[src/rtl/ctrl_pipe_pkg.sv]
// Shared types and constants for the control pipeline:
// control bundle, write-back bundle, ALUOp and forward encodings.
package ctrl_pipe_pkg;

  localparam int REG_ADDR_W = 5;

  localparam logic [1:0] ALUOP_ADD   = 2'b00;
  localparam logic [1:0] ALUOP_RTYPE = 2'b11;

  localparam logic [1:0] FWD_NONE = 2'b00;
  localparam logic [1:0] FWD_WB   = 2'b01;
  localparam logic [1:0] FWD_MEM  = 2'b10;

  typedef struct packed {
    logic                  valid;
    logic                  regwrite;
    logic                  alusrc;
    logic [1:0]            aluop;
    logic [REG_ADDR_W-1:0] rs;
    logic [REG_ADDR_W-1:0] rt;
    logic [REG_ADDR_W-1:0] wa;
  } ctrl_t;

  typedef struct packed {
    logic                  regwrite;
    logic [REG_ADDR_W-1:0] wa;
  } wr_t;

  localparam ctrl_t CTRL_BUBBLE = '0;
  localparam wr_t   WR_BUBBLE   = '0;

  function automatic logic [1:0] fwd_sel(
    input logic mem_hit,
    input logic wb_hit
  );
    if (mem_hit) return FWD_MEM;
    if (wb_hit)  return FWD_WB;
    return FWD_NONE;
  endfunction

endpackage

[src/rtl/ctrl_pipe_if.sv]
// Decoder-to-pipeline control interface plus the
// per-stage control returned to the datapath.
interface ctrl_pipe_if #(
  parameter int ADDR_W = 5,
  parameter int CNT_W  = 32
);

  logic              valid_i;
  logic              stall_i;
  logic              flush_i;
  logic              RegDst_i;
  logic              ALUSrc_i;
  logic              RegWrite_i;
  logic [1:0]        ALUOp_i;
  logic [ADDR_W-1:0] rs_i;
  logic [ADDR_W-1:0] rt_i;
  logic [ADDR_W-1:0] rd_i;

  logic              ex_valid_o;
  logic              ex_ALUSrc_o;
  logic [1:0]        ex_ALUOp_o;
  logic [ADDR_W-1:0] ex_rs_o;
  logic [ADDR_W-1:0] ex_rt_o;
  logic [1:0]        fwd_a_o;
  logic [1:0]        fwd_b_o;
  logic              mem_RegWrite_o;
  logic [ADDR_W-1:0] mem_wa_o;
  logic              wb_RegWrite_o;
  logic [ADDR_W-1:0] wb_wa_o;
  logic [CNT_W-1:0]  retired_o;

  modport master (
    output valid_i, stall_i, flush_i,
    output RegDst_i, ALUSrc_i, RegWrite_i, ALUOp_i,
    output rs_i, rt_i, rd_i,
    input  ex_valid_o, ex_ALUSrc_o, ex_ALUOp_o,
    input  ex_rs_o, ex_rt_o, fwd_a_o, fwd_b_o,
    input  mem_RegWrite_o, mem_wa_o,
    input  wb_RegWrite_o, wb_wa_o, retired_o
  );

  modport slave (
    input  valid_i, stall_i, flush_i,
    input  RegDst_i, ALUSrc_i, RegWrite_i, ALUOp_i,
    input  rs_i, rt_i, rd_i,
    output ex_valid_o, ex_ALUSrc_o, ex_ALUOp_o,
    output ex_rs_o, ex_rt_o, fwd_a_o, fwd_b_o,
    output mem_RegWrite_o, mem_wa_o,
    output wb_RegWrite_o, wb_wa_o, retired_o
  );

endinterface

[src/rtl/ctrl_pipe_fwd_unit.sv]
// EX-stage forwarding select generation, MEM over WB.
// Purely combinational; r0 is excluded upstream via RegWrite.
module fwd_unit
  import ctrl_pipe_pkg::*;
#(
  parameter int ADDR_W = REG_ADDR_W
) (
  input  logic              mem_we_i,
  input  logic [ADDR_W-1:0] mem_wa_i,
  input  logic              wb_we_i,
  input  logic [ADDR_W-1:0] wb_wa_i,
  input  logic [ADDR_W-1:0] rs_i,
  input  logic [ADDR_W-1:0] rt_i,
  output logic [1:0]        fwd_a_o,
  output logic [1:0]        fwd_b_o
);

  logic mem_hit_a;
  logic mem_hit_b;
  logic wb_hit_a;
  logic wb_hit_b;

  always_comb begin
    mem_hit_a = mem_we_i && (mem_wa_i == rs_i);
    mem_hit_b = mem_we_i && (mem_wa_i == rt_i);
    wb_hit_a  = wb_we_i  && (wb_wa_i  == rs_i);
    wb_hit_b  = wb_we_i  && (wb_wa_i  == rt_i);
    fwd_a_o   = fwd_sel(mem_hit_a, wb_hit_a);
    fwd_b_o   = fwd_sel(mem_hit_b, wb_hit_b);
  end

endmodule

[src/rtl/ctrl_pipe.sv]
// ID/EX, EX/MEM, MEM/WB control registers with write-address
// resolution, stall/flush handling and a retired counter.
module ctrl_pipe
  import ctrl_pipe_pkg::*;
#(
  parameter int ADDR_W = REG_ADDR_W,
  parameter int CNT_W  = 32
) (
  input logic        clk_i,
  input logic        rst_i,
  ctrl_pipe_if.slave bus
);

  logic [ADDR_W-1:0] id_wa;
  ctrl_t             id_bundle;

  ctrl_t             idex_d;
  ctrl_t             idex_q;
  logic              exmem_valid_d;
  logic              exmem_valid_q;
  wr_t               exmem_d;
  wr_t               exmem_q;
  wr_t               memwb_d;
  wr_t               memwb_q;
  logic [CNT_W-1:0]  retired_d;
  logic [CNT_W-1:0]  retired_q;

  // Invalid ID slots become bubbles so stale fields never leak.
  always_comb begin
    id_wa     = bus.RegDst_i ? bus.rd_i : bus.rt_i;
    id_bundle = CTRL_BUBBLE;
    if (bus.valid_i) begin
      id_bundle.valid    = 1'b1;
      id_bundle.regwrite = bus.RegWrite_i && (id_wa != '0);
      id_bundle.alusrc   = bus.ALUSrc_i;
      id_bundle.aluop    = bus.ALUOp_i;
      id_bundle.rs       = bus.rs_i;
      id_bundle.rt       = bus.rt_i;
      id_bundle.wa       = id_wa;
    end
  end

  always_comb begin
    idex_d = id_bundle;
    if (bus.flush_i) begin
      idex_d = CTRL_BUBBLE;
    end else if (bus.stall_i) begin
      idex_d = idex_q;
    end
  end

  // A held ID/EX entry must not also advance into MEM.
  always_comb begin
    exmem_valid_d    = idex_q.valid;
    exmem_d.regwrite = idex_q.regwrite;
    exmem_d.wa       = idex_q.wa;
    if (bus.stall_i && !bus.flush_i) begin
      exmem_valid_d = 1'b0;
      exmem_d       = WR_BUBBLE;
    end
  end

  always_comb begin
    memwb_d   = exmem_q;
    retired_d = retired_q + CNT_W'(exmem_valid_q);
  end

  always_ff @(posedge clk_i) begin
    if (rst_i) begin
      idex_q        <= CTRL_BUBBLE;
      exmem_valid_q <= 1'b0;
      exmem_q       <= WR_BUBBLE;
      memwb_q       <= WR_BUBBLE;
      retired_q     <= '0;
    end else begin
      idex_q        <= idex_d;
      exmem_valid_q <= exmem_valid_d;
      exmem_q       <= exmem_d;
      memwb_q       <= memwb_d;
      retired_q     <= retired_d;
    end
  end

  assign bus.ex_valid_o     = idex_q.valid;
  assign bus.ex_ALUSrc_o    = idex_q.alusrc;
  assign bus.ex_ALUOp_o     = idex_q.aluop;
  assign bus.ex_rs_o        = idex_q.rs;
  assign bus.ex_rt_o        = idex_q.rt;
  assign bus.mem_RegWrite_o = exmem_q.regwrite;
  assign bus.mem_wa_o       = exmem_q.wa;
  assign bus.wb_RegWrite_o  = memwb_q.regwrite;
  assign bus.wb_wa_o        = memwb_q.wa;
  assign bus.retired_o      = retired_q;

  fwd_unit #(
    .ADDR_W (ADDR_W)
  ) u_fwd (
    .mem_we_i (exmem_q.regwrite),
    .mem_wa_i (exmem_q.wa),
    .wb_we_i  (memwb_q.regwrite),
    .wb_wa_i  (memwb_q.wa),
    .rs_i     (idex_q.rs),
    .rt_i     (idex_q.rt),
    .fwd_a_o  (bus.fwd_a_o),
    .fwd_b_o  (bus.fwd_b_o)
  );

endmodule
[src/flat_wrapper.sv]
// flat-port wrapper written by rule: the top's interface ports become plain ports
module ctrl_pipe_flat import ctrl_pipe_pkg::*;
#(
  parameter int ADDR_W = REG_ADDR_W,
  parameter int CNT_W  = 32
)
  (clk_i, rst_i, bus_valid_i, bus_stall_i, bus_flush_i, bus_RegDst_i, bus_ALUSrc_i, bus_RegWrite_i, bus_ALUOp_i, bus_rs_i, bus_rt_i, bus_rd_i, bus_ex_valid_o, bus_ex_ALUSrc_o, bus_ex_ALUOp_o, bus_ex_rs_o, bus_ex_rt_o, bus_fwd_a_o, bus_fwd_b_o, bus_mem_RegWrite_o, bus_mem_wa_o, bus_wb_RegWrite_o, bus_wb_wa_o, bus_retired_o);
  ctrl_pipe_if #(.ADDR_W(ADDR_W), .CNT_W(CNT_W)) bus_i ();
  input logic clk_i;
  input logic rst_i;
  input wire logic [$bits(bus_i.valid_i)-1:0] bus_valid_i;
  input wire logic [$bits(bus_i.stall_i)-1:0] bus_stall_i;
  input wire logic [$bits(bus_i.flush_i)-1:0] bus_flush_i;
  input wire logic [$bits(bus_i.RegDst_i)-1:0] bus_RegDst_i;
  input wire logic [$bits(bus_i.ALUSrc_i)-1:0] bus_ALUSrc_i;
  input wire logic [$bits(bus_i.RegWrite_i)-1:0] bus_RegWrite_i;
  input wire logic [$bits(bus_i.ALUOp_i)-1:0] bus_ALUOp_i;
  input wire logic [$bits(bus_i.rs_i)-1:0] bus_rs_i;
  input wire logic [$bits(bus_i.rt_i)-1:0] bus_rt_i;
  input wire logic [$bits(bus_i.rd_i)-1:0] bus_rd_i;
  output wire logic [$bits(bus_i.ex_valid_o)-1:0] bus_ex_valid_o;
  output wire logic [$bits(bus_i.ex_ALUSrc_o)-1:0] bus_ex_ALUSrc_o;
  output wire logic [$bits(bus_i.ex_ALUOp_o)-1:0] bus_ex_ALUOp_o;
  output wire logic [$bits(bus_i.ex_rs_o)-1:0] bus_ex_rs_o;
  output wire logic [$bits(bus_i.ex_rt_o)-1:0] bus_ex_rt_o;
  output wire logic [$bits(bus_i.fwd_a_o)-1:0] bus_fwd_a_o;
  output wire logic [$bits(bus_i.fwd_b_o)-1:0] bus_fwd_b_o;
  output wire logic [$bits(bus_i.mem_RegWrite_o)-1:0] bus_mem_RegWrite_o;
  output wire logic [$bits(bus_i.mem_wa_o)-1:0] bus_mem_wa_o;
  output wire logic [$bits(bus_i.wb_RegWrite_o)-1:0] bus_wb_RegWrite_o;
  output wire logic [$bits(bus_i.wb_wa_o)-1:0] bus_wb_wa_o;
  output wire logic [$bits(bus_i.retired_o)-1:0] bus_retired_o;
  assign bus_i.valid_i = bus_valid_i;
  assign bus_i.stall_i = bus_stall_i;
  assign bus_i.flush_i = bus_flush_i;
  assign bus_i.RegDst_i = bus_RegDst_i;
  assign bus_i.ALUSrc_i = bus_ALUSrc_i;
  assign bus_i.RegWrite_i = bus_RegWrite_i;
  assign bus_i.ALUOp_i = bus_ALUOp_i;
  assign bus_i.rs_i = bus_rs_i;
  assign bus_i.rt_i = bus_rt_i;
  assign bus_i.rd_i = bus_rd_i;
  assign bus_ex_valid_o = bus_i.ex_valid_o;
  assign bus_ex_ALUSrc_o = bus_i.ex_ALUSrc_o;
  assign bus_ex_ALUOp_o = bus_i.ex_ALUOp_o;
  assign bus_ex_rs_o = bus_i.ex_rs_o;
  assign bus_ex_rt_o = bus_i.ex_rt_o;
  assign bus_fwd_a_o = bus_i.fwd_a_o;
  assign bus_fwd_b_o = bus_i.fwd_b_o;
  assign bus_mem_RegWrite_o = bus_i.mem_RegWrite_o;
  assign bus_mem_wa_o = bus_i.mem_wa_o;
  assign bus_wb_RegWrite_o = bus_i.wb_RegWrite_o;
  assign bus_wb_wa_o = bus_i.wb_wa_o;
  assign bus_retired_o = bus_i.retired_o;
  ctrl_pipe #(.ADDR_W(ADDR_W), .CNT_W(CNT_W)) u_core (.clk_i(clk_i), .rst_i(rst_i), .bus(bus_i));
endmodule
[config.mk]
export PLATFORM = sky130hd
export DESIGN_NAME = ctrl_pipe_flat
export DESIGN_NICKNAME = d
export VERILOG_FILES = /design/src/rtl/ctrl_pipe_pkg.sv /design/src/rtl/ctrl_pipe_if.sv /design/src/rtl/ctrl_pipe_fwd_unit.sv /design/src/rtl/ctrl_pipe.sv /design/src/flat_wrapper.sv
export SDC_FILE = /design/constraint.sdc
export NUM_CORES = 1
export LEC_CHECK = 0
export BUFFER_PORTS_ARGS = -buffer_cell sky130_fd_sc_hd__buf_2
export CAP_MARGIN = 20
export CORE_ASPECT_RATIO = 1.2
export CORE_MARGIN = 2
export CORE_UTILIZATION = 45
export DETAILED_ROUTE_END_ITERATION = 6
export GPL_ROUTABILITY_DRIVEN = 0
export HOLD_SLACK_MARGIN = 0.06
export PLACE_DENSITY = 0.71
export SYNTH_ARGS = -nofsm -noshare
export SYNTH_HDL_FRONTEND = slang
export SYNTH_HIERARCHICAL = 1
export SYNTH_SLANG_ARGS = --single-unit
[constraint.sdc]
create_clock -name clk_i -period 4.5 [get_ports clk_i]
set_clock_uncertainty 0.15 [all_clocks]
set_input_delay 0.45 -clock clk_i [delete_from_list [all_inputs] [get_ports clk_i]]
set_output_delay 0.45 -clock clk_i [all_outputs]
set_load 0.05 [all_outputs]
# Word-level counts from Yosys, hierarchy flattened
# Cells that the tools add are included.
op_classes:
  reduce_logical: 10
  n_addsub: 1
  mux: 16
  n_eq_ne: 4
op_table:
  columns: ["operator", "count"]
  rows:
  - ["32-bit by 1-bit adder with 32-bit output", 1]
  - ["5-bit equality test", 4]
  - ["20-bit two-way mux", 1]
  - ["2-bit two-way mux", 8]
  - ["1-bit logical AND", 6]
  - ["1-bit two-way mux", 6]
  - ["5-bit two-way mux", 1]
  - ["5-bit nonzero test", 1]
  - ["2-bit OR reduction", 2]
  - ["1-bit zero test", 1]
word_totals:
  input_bits: 25
  register_bits: 65
  wordCells: 44
  output_inout_bits: 62

# Logic depth before layout (Yosys ltp)
# Gate-level depths: netlist of run 1.
depth:
  depth_word: 6
  mapped_depth: 8
  ltp_nobuf: 6

# By module
# The synthesis of run 1 kept the hierarchy.
modules_own_cells:
  columns: ["module", "n_inst", "cells_each", "area_per_inst_um2"]
  rows:
  - ["ctrl_pipe", 1, 293, 2687.6]
  - ["fwd_unit", 1, 32, 265.3]

# Worst setup path after synthesis of run 1
# No wires, ideal clock.
synth_path:
  kind: "register to output"
  from: "register u_core.exmem_q, in the netlist u_core/bus.mem_wa_o[0]"
  to: "output port bus_fwd_a_o[0]"
  stages_incl_launch_ff: 4
  slack_ps: 1619
  path_buffers: 0
  t_required_ps: 3900
  t_arrival_ps: 2281
  path_cell_list: "dfxtp_1 xor2_1 nor4_2 a311oi_1"
synth_between:
  elab_chain_cells: 4
synth_lines:
  columns: ["item", "line", "source"]
  rows:
  - ["start: declaration", "ctrl_pipe.sv:22", "wr_t exmem_q;"]
  - ["start signal: assignment", "ctrl_pipe.sv:78", "exmem_q <= exmem_d;"]
  - ["5-bit equality test", "ctrl_pipe_fwd_unit.sv:24", "mem_hit_a = mem_we_i && (mem_wa_i == rs_i);"]
  - ["1-bit logical AND", "ctrl_pipe_fwd_unit.sv:24", null]
  - ["1-bit two-way mux", "ctrl_pipe_pkg.sv:36", "if (mem_hit) return FWD_MEM;"]
  - ["2-bit two-way mux", "ctrl_pipe_pkg.sv:37", "if (wb_hit) return FWD_WB;"]
  - ["end: declaration", "flat_wrapper.sv:26", "output wire logic [$bits(bus_i.fwd_a_o)-1:0] bus_fwd_a_o;"]
# No other way between the ends.

# Worst setup path in the final report of run 1
layout_path:
  from: "register u_core.retired_q[0] (netlist: u_core/bus.retired_o[0])"
  to: "register u_core.retired_q[26] (netlist: u_core/bus.retired_o[26])"
layout_between:
  elab_chain_cells: 1
layout_lines:
  columns: ["item", "line", "source"]
  rows:
  - ["start: declaration", "ctrl_pipe.sv:26", "logic [CNT_W-1:0] retired_q;"]
  - ["start signal: assignment", "ctrl_pipe.sv:80", "retired_q <= retired_d;"]
  - ["32-bit by 1-bit adder with 32-bit output", "ctrl_pipe.sv:65", "retired_d = retired_q + CNT_W'(exmem_valid_q);"]
# No other way between the ends.
# A chain may end at the register's enable or synchronous reset.

==> impl_metrics.tcl, run 1 <==
set metrics [dict create \
    outcome "finished, final reports clean" \
    numPortBuffers 86 \
    wl_per_cell_um 14.0 \
    synthFlopType "dfxtp_1" \
    r2r-start "u_core/bus.retired_o[0]$_SDFF_PP0_" \
    crit_path_max_incr_delay_ps 600 \
    crit_fanout 18 \
    grt_use_total_pct 18.7 \
    maxCapViolations 0 \
    power_per_cell_area_mw_per_mm2 344 \
    die_h_um 92.7 \
    r2r_slack_ps 2110 \
    rsz0062_at_grt "no" \
    vias 2586 \
    synthesis.area_mm2 0.00295 \
    clock_sink_count 65 \
    postRouteAntennaNets 0 \
    min-delay-start "bus_ALUOp_i[0]" \
    async_flop_share_pct 0 \
    grt_pass1_wl_um 10700 \
    hold_buffers 0 \
    cpMaxStageDelayCell "or3_1" \
    cts_max_level 3 \
    rows 32 \
    cp_top_family "simple AND/OR/NAND/NOR gates" \
    yosysTopAreaCell "dfxtp_1" \
    dr.pass1.iters 4 \
    cts_made_buffers 9 \
    path_cells "ha_1 > ha_1 > nand2_1 > or3_1 > or4_1 > a21oi_1" \
    grt_pass1_vias 2325 \
    maxSlewViolCount 0 \
    synth_cell_types 35 \
    syn_inst 325 \
    ys_top_cells_by_area "dfxtp_1 (44%), xnor2_1 (5.3%), a22oi_1 (4.1%)" \
    cts_resized 0 \
    holdPathEnd "u_core/bus.ex_ALUOp_o[0]$_SDFFE_PP0N_" \
    ir_drop_mv 0.165 \
    crit_path_start_kind "register" \
    ys_warn_count 6 \
    max_freq_mhz 419 \
    grt.overflow.total 0 \
    hold_path_depth 3 \
    cp_data_required_time_ps 4610 \
    drc_errors 0 \
    ys_ff_latch 65 \
    ctsLongestPathBuffers 2 \
    worstSkewPairLatency_ps 330 \
    die_area_mm2 0.00723 \
    yosysSeqAreaShare_pct 44.1 \
    final.period_utilization_pct 53.1 \
    final_common_cell "buf_2" \
    cts_tree "yes" \
    place_hpwl_um 4900 \
    die_width_um 77.9 \
    syn-num-nets 353 \
    antenna_found_initial 0 \
    cpMostUsedCell "ha_1" \
    synth_top_area_share_pct 44.1 \
    fillers 611 \
    clk_pin_slew_ps 70 \
    grt_max_degree 42 \
    crit_type "register to register" \
    finalSetupTns_ps 0 \
    drive_above_1_share_pct 29.1 \
    period_minus_slack_ps 2390 \
    layout_common_cells "buf_2 (86), dfxtp_1 (65), nor2_1 (28)" \
    core-area_mm2 0.00641 \
    end_kind "register" \
    min_path_type "input port to register" \
    drtIter0Drc 102 \
    r2r_cells 6 \
    worst-path-buf-inv 0 \
    ioPinCount 87 \
    hold_viol 0 \
    cts_setup_buffers 0 \
    tightest_slew_ps 774 \
    total_power_mw 1.22 \
    cts-root-buf "clkbuf_8" \
    cp_data_arrival_time_ps 2500 \
    finalWirelength_um 6730 \
    synth_edf_count 0 \
    initial_core_util_pct 46.1 \
    relSlewSlack_pct 48.4 \
    area_growth_pct 19.7 \
    rr_endpoint "u_core/bus.retired_o[26]$_SDFF_PP0_" \
    leakage_nw 1.49 \
    antenna_cells 0 \
    final_nets 418 \
    via_per_inst 5.39 \
    setup_violations 0 \
    avgSynthCellArea_um2 9.09 \
]
[tightest hold or removal path: cells and delay by family]
| family | cells | cell delay, ps |
|---|---|---|
| AO/OA/AOI/OAI | 1 | 50 |
| buffers and inverters | 1 | 70 |
| AND/OR/NAND/NOR | 1 | 80 |
[layout make-up]
type / count / area (um2) / area share, %
tap: 85 / 106 / 3.01
multi-input combinational: 222 / 1440 / 40.8
inverter: 5 / 18.8 / 0.531
sequential: 65 / 1300 / 36.8
clock inverter: 5 / 77.6 / 2.20
timing repair buffer: 87 / 438 / 12.4
clock buffer: 11 / 151 / 4.28
[state kept, by name, summed over array words and instances, names as in the netlist]
signal                     cells
u_core/bus.ex_ALUOp_o          2
u_core/bus.ex_rs_o             5
u_core/exmem_valid_q           1
u_core/bus.ex_rt_o             5
u_core/bus.wb_RegWrite_o       1
u_core/idex_q                  6
u_core/bus.mem_wa_o            5
u_core/bus.retired_o          32
u_core/bus.ex_valid_o          1
u_core/bus.wb_wa_o             5
u_core/bus.mem_RegWrite_o      1
u_core/bus.ex_ALUSrc_o         1
[layer usage]
metal	vias up	global-route usage (%)	part of all wire (%)	routed length [um]
met1	1225	22.1	43	2870
met3	7	4.19	5.5	369
met4	0	8.77	1.2	84
li1	1282	-	-	-
met5	-	0	0	0
met2	72	32.2	51	3410
[cell families (layout without fill, tap and decap cells)]
family	count (synthesis)	in the layout	synth area share, %
simple gates	120	120	23.1
flops	65	65	44.1
compound gates	64	64	13.6
buf+inv	38	108	7.16
xor+xnor	29	29	8.60
mux	6	6	2.20
fa+ha+maj	3	3	1.27
[cell usage after synthesis, drive strengths merged (11+ instances only)]
master,count
xor2,11
xnor2,18
a21oi,23
nor2,28
clkbuf,16
buf,17
a22oi,16
nand2,16
dfxtp,65
or3,14
[how the worst max path moves through the flow]
| stage | from | to | slack (ps) | cells past startpoint |
|---|---|---|---|---|
| final | u_core/bus.retired_o[0]$_SDFF_PP0_ | u_core/bus.retired_o[26]$_SDFF_PP0_ | 2110 | 6 |
| after global routing | u_core/bus.retired_o[10]$_SDFF_PP0_ | u_core/bus.retired_o[31]$_SDFF_PP0_ | 1870 | 4 |
| after CTS | u_core/bus.retired_o[0]$_SDFF_PP0_ | u_core/bus.retired_o[26]$_SDFF_PP0_ | 2100 | 6 |
| after detailed placement | u_core/bus.retired_o[0]$_SDFF_PP0_ | u_core/bus.retired_o[26]$_SDFF_PP0_ | 2120 | 6 |
| after global placement | u_core/bus.retired_o[0]$_SDFF_PP0_ | u_core/bus.retired_o[26]$_SDFF_PP0_ | 2200 | 6 |
| after floorplan | u_core/bus.mem_wa_o[0]$_SDFF_PP0_ | bus_fwd_a_o[0] | 1620 | 3 |
[where the power goes]
group / switching, mW / internal, mW
clock network: 0.222 / 0.340
logic: 0.0433 / 0.0253
registers: 0.00487 / 0.580
[through the flow]
stage	hold slack, ps	util [%]	area (um2)	instances	setup WS, ps
finish	198	55.2	3530	480	2110
global route	187	55.2	3530	480	1870
CTS	182	55.2	3530	480	2100
detailed placement	298	51.6	3300	464	2120
global placement	287	51.6	3300	464	2200
floorplan	280	-	2950	325	1620
Note: power is estimated with default switching activity, not from simulation.
==> run 2, diff against run 1 <==
- clock period: 4.5 -> 2.23 ns (I/O delays scaled with it)
==> run 2 against run 1 <==
Effect of this change: core utilization increased by 3.8 points; fmax increased by 12%; setup slack got worse by 2000 ps; largest power group unchanged; combinational power increased by 140%; critical path depth unchanged; count of clock-buffer cells in the layout decreased by 2; die area unchanged.
==> impl_metrics.tcl, run 2 (synthesis results as in run 1) <==
set metrics [dict create \
    max_freq_mhz 467 \
    grt_pass1_vias 2538 \
    outcome "finished, final reports clean" \
    multi_input_area_mm2 0.00148 \
    period_minus_slack_ps 2140 \
    finalSetupTns_ps 0 \
    maxCapViolations 0 \
    path_cells "ha_4 > ha_2 > nand2_1 > or3_4 > or4_1 > a21oi_1" \
    die_area_mm2 0.00723 \
    tightest_slew_ps 403 \
    cpMaxStageDelayCell "or4_1" \
    ioPinCount 87 \
    initial_core_util_pct 46.1 \
    drive_above_1_share_pct 33.8 \
    finalWirelength_um 7180 \
    fillers 584 \
    cp_top_family "simple AND/OR/NAND/NOR gates" \
    dpl_cell_area_mm2 0.00342 \
    place_hpwl_um 4990 \
    crit_path_start_kind "register" \
    final_nets 443 \
    instances_no_fill 505 \
    cts_max_level 3 \
    min_path_type "input port to register" \
    ir_drop_mv 0.387 \
    grt_use_total_pct 20.2 \
    leakage_nw 1.59 \
    cts_made_buffers 9 \
    dr.pass1.iters 4 \
    area_growth_pct 27.8 \
    worstSkewPairLatency_ps 330 \
    dp_cells 473 \
    grt_max_degree 24 \
    worst-path-buf-inv 0 \
    core-area_mm2 0.00641 \
    fin_area_mm2 0.00377 \
    crit_path_max_incr_delay_ps 520 \
    rows 32 \
    die_h_um 92.7 \
    grt.overflow.total 0 \
    ctsLongestPathBuffers 2 \
    cts_tree "yes" \
    drc_errors 0 \
    hold_viol 0 \
    setup_violations 0 \
    antenna_cells 0 \
    clk_pin_slew_ps 70 \
    largest_reg_flops 32 \
    crit_type "register to register" \
    final.period_utilization_pct 96.0 \
    total_power_mw 2.31 \
    power_per_cell_area_mw_per_mm2 612 \
    via_per_inst 5.25 \
    end_kind "register" \
    relSlewSlack_pct 73.1 \
    drtIter0Drc 128 \
    clock_sink_count 65 \
    layout_common_cells "buf_2 (86), dfxtp_1 (53), nor2_1 (28)" \
    cp_data_arrival_time_ps 2260 \
    wl_per_cell_um 14.2 \
    final_common_cell "buf_2" \
    maxSlewViolCount 0 \
    postRouteAntennaNets 0 \
    cp_data_required_time_ps 2350 \
    regArea_mm2 0.00132 \
    cts-root-buf "clkbuf_8" \
    grt_pass1_wl_um 11500 \
    antenna_found_initial 0 \
    crit_fanout 8 \
    vias 2649 \
    numPortBuffers 86 \
    die_width_um 77.9 \
]
[run 2: changes by cell type in the layout (fill, tap and decap cells not counted), moves of 2 or more]
cell / change
dlygate4sd3_1: +15
dfxtp_1: -12
dfxtp_2: +11
buf_4: +9
clkinv_4: +3
a311oi_1: -2
a311oi_2: +2
clkbuf_8: -2
ha_1: -2
[run 2: final cells by class]
| cell class | instances | share of cell area, % |
|---|---|---|
| Clock inverter | 7 | 1.89 |
| Inverter | 5 | 0.497 |
| Clock buffer | 9 | 3.28 |
| Multi-Input combinational cell | 223 | 39.2 |
| Timing Repair Buffer | 111 | 17.4 |
| Sequential cell | 65 | 34.9 |
| Tap cell | 85 | 2.82 |
[run 2: tightest hold or removal path, delay by kind of cell]
family | cells | cell delay (ps)
AO/OA/AOI/OAI | 1 | 60
buffers and inverters | 1 | 70
multiplexers | 1 | 140
AND/OR/NAND/NOR | 1 | 80
[run 2: metal layers]
metal | share of wire [%] | global-route usage [%] | up-vias
met4 | 3.1 | 9.80 | 0
met2 | 51 | 34.4 | 83
li1 | - | - | 1331
met1 | 40 | 22.3 | 1215
met5 | 0 | 0 | -
met3 | 6.2 | 7.02 | 20
[run 2: timing repair]
| action | in CTS | in global routing |
|---|---|---|
| cloned | 0 | 1 |
| endpoints found under the hold margin | 15 | 0 |
| hold buffers | 15 | 0 |
| endpoints found under the setup margin | 6 | 2 |
| resized for setup | 1 | 0 |
| pin swaps | 0 | 1 |
| setup buffers | 0 | 0 |
[run 2: where the power goes]
group | internal (mW) | total [mW] | switching, mW
clock | 0.515 | 0.967 | 0.452
combinational | 0.0695 | 0.164 | 0.0946
sequential | 1.17 | 1.18 | 0.0103
total | 1.75 | 2.31 | 0.557
[run 2: path summary, 6_finish.rpt]
| kind | start | endpoint | slack, ps | depth (start not counted) |
|---|---|---|---|---|
| worst min register to register | u_core/idex_q[1]$_SDFFE_PP0N_ | u_core/bus.mem_wa_o[1]$_SDFF_PP0_ | 310 | 1 |
| worst min-delay path | bus_rd_i[1] | u_core/idex_q[1]$_SDFFE_PP0N_ | 120 | 4 |
| worst max-delay path | u_core/exmem_valid_q$_SDFF_PP0_ | u_core/bus.retired_o[30]$_SDFF_PP0_ | 90 | 6 |
| worst max register to register | u_core/exmem_valid_q$_SDFF_PP0_ | u_core/bus.retired_o[30]$_SDFF_PP0_ | 90 | 6 |
[run 2: stage by stage]
stage / utilization, % / hold WS, ps / worst slack (ps)
floorplan: - / 217 / 9.86
global placement: 53.3 / 287 / 30.8
detailed placement: 53.3 / 294 / -38.3
CTS: 58.8 / 119 / 82.1
global route: 58.9 / 121 / -4.28
finish: 58.9 / 119 / 89.9
==> run 3, diff against run 2 <==
- clock period: 2.23 -> 2.1 ns (I/O delays scaled with it)
==> run 3 against run 2 <==
Effect of this change: clock power rose by 5%; final area up 3.2%; first-iteration DRC count fell by 35%; via count rose by 0.15%; critical endpoint is now u_core/bus.retired_o[21]$_SDFF_PP0_; cell count grew 0.99%; power increased by 6.0%; core utilization up 1.9 points; largest power group unchanged; routed wire length up 1.0%; critical path depth unchanged; setup slack got worse by 16 ps; global-route usage increased by 0.090 points; worst hold slack got worse by 40 ps.
==> impl_metrics.tcl, run 3 (synthesis results as in run 1) <==
set metrics [dict create \
    leakage_nw 1.63 \
    grt_pass1_wl_um 11500 \
    clock_sink_count 65 \
    finalSetupTns_ps 0 \
    instances_no_fill 510 \
    setup_violations 0 \
    vias 2653 \
    grt_use_total_pct 20.3 \
    core-area_mm2 0.00641 \
    initial_core_util_pct 46.1 \
    layout_common_cells "buf_2 (82), dfxtp_1 (38), nor2_1 (28)" \
    crit_fanout 9 \
    grt.overflow.total 0 \
    area_growth_pct 31.9 \
    power_per_cell_area_mw_per_mm2 629 \
    end_kind "register" \
    fin_area_mm2 0.00389 \
    period_minus_slack_ps 2030 \
    maxSlewViolCount 0 \
    relSlewSlack_pct 72.6 \
    drtIter0Drc 83 \
    post-route-util_pct 60.8 \
    wl_per_cell_um 14.2 \
    r2r_slack_ps 70 \
    die_area_mm2 0.00723 \
    min-delay-start "rst_i" \
    largest_reg_flops 32 \
    crit_path_max_incr_delay_ps 480 \
    finalWirelength_um 7250 \
    hold_viol 0 \
    numPortBuffers 86 \
    cp_data_arrival_time_ps 2140 \
    r2r_cells 6 \
    outcome "finished, final reports clean" \
    drc_errors 0 \
    dpl_cell_area_mm2 0.00347 \
    rows 32 \
    cp_top_family "simple AND/OR/NAND/NOR gates" \
    ioPinCount 87 \
    path_cells "buf_4 > ha_1 > nand3_1 > or3_4 > or4_1 > a21oi_1" \
    crit_type "register to register" \
    hold_path_depth 2 \
    grt_pass1_vias 2464 \
    clk_pin_slew_ps 70 \
    ctsLongestPathBuffers 2 \
    via_per_inst 5.20 \
    dp_cells 473 \
    final_nets 448 \
    worstSkewPairLatency_ps 340 \
    cts_tree "yes" \
    holdPathEnd "u_core/bus.wb_wa_o[1]$_SDFF_PP0_" \
    tightest_slew_ps 411 \
    rr_endpoint "u_core/bus.retired_o[21]$_SDFF_PP0_" \
    place_hpwl_um 4880 \
    die_h_um 92.7 \
    min_path_type "input port to register" \
    drive_above_1_share_pct 38.4 \
    worst-path-buf-inv 1 \
    ir_drop_mv 0.397 \
    max_freq_mhz 493 \
    dr.pass1.iters 4 \
    antenna_cells 0 \
    cts-root-buf "clkbuf_8" \
    antenna_found_initial 0 \
    final.period_utilization_pct 96.5 \
    cts_made_buffers 9 \
    die_width_um 77.9 \
    postRouteAntennaNets 0 \
    cts_max_level 3 \
    crit_path_start_kind "register" \
    total_power_mw 2.45 \
    cpMaxStageDelayCell "or4_1" \
    cp_data_required_time_ps 2220 \
    r2r-start "u_core/exmem_valid_q$_SDFF_PP0_" \
    grt_max_degree 28 \
    final_common_cell "buf_2" \
    maxCapViolations 0 \
]
-- run 3: timing repair --
item / CTS / global route
pin swaps: 1 / 5
gates cloned: 0 / 1
endpoints found under the setup margin: 7 / 10
gates resized for setup: 2 / 13
buffers inserted: 1 / 3
hold endpoints to repair: 15 / 0
hold buffers: 15 / 0
-- run 3: worst max path at each step --
stage,depth (start not counted),endpoint,startpoint,slack (ps)
after floorplan,3,bus_fwd_a_o[0],u_core/bus.mem_wa_o[0]$_SDFF_PP0_,-5
after global placement,6,u_core/bus.retired_o[26]$_SDFF_PP0_,u_core/exmem_valid_q$_SDFF_PP0_,-30
after detailed placement,6,u_core/bus.retired_o[22]$_SDFF_PP0_,u_core/exmem_valid_q$_SDFF_PP0_,-90
after CTS,6,u_core/bus.retired_o[22]$_SDFF_PP0_,u_core/exmem_valid_q$_SDFF_PP0_,10
after global routing,6,u_core/bus.retired_o[21]$_SDFF_PP0_,u_core/exmem_valid_q$_SDFF_PP0_,-20
final,6,u_core/bus.retired_o[21]$_SDFF_PP0_,u_core/exmem_valid_q$_SDFF_PP0_,70
-- run 3: final cells by class --
class / count / area [um2]
clock buffers: 11 / 131
clock inverters: 5 / 56.3
fillers: 577 / 2510
inverters: 5 / 18.8
multi-input cells: 223 / 1520
flip-flops and latches: 65 / 1360
well taps: 85 / 106
repair buffers: 116 / 707
-- run 3: worst register-to-register path, cell delays in order, from the launching register on --
cell	delay, ps
dfxtp_2	360
buf_4	110
ha_1	130
nand3_1	160
or3_4	440
or4_1	480
a21oi_1	140
-- run 3: layer usage --
metal | vias up | track usage [%] | part of all wire, %
met4 | 0 | 10.8 | 2.7
met2 | 75 | 34.8 | 50
li1 | 1338 | - | -
met1 | 1223 | 23.0 | 41
met5 | - | 0 | 0
met3 | 17 | 5.17 | 5.5
-- run 3: where the power goes --
| part | switching (mW) | total [mW] | internal (mW) |
|---|---|---|---|
| combinational | 0.103 | 0.181 | 0.0780 |
| clock | 0.477 | 1.02 | 0.547 |
| sequential | 0.0111 | 1.24 | 1.23 |
| total | 0.591 | 2.45 | 1.86 |
-- run 3: stage by stage --
stage | setup WS [ps] | hold WS, ps
after CTS | 14.7 | 71.4
after global routing | -21.4 | 94.3
after floorplan | -5.29 | 204
final | 73.6 | 79.3
after detailed placement | -94.6 | 298
after global placement | -29.2 | 289
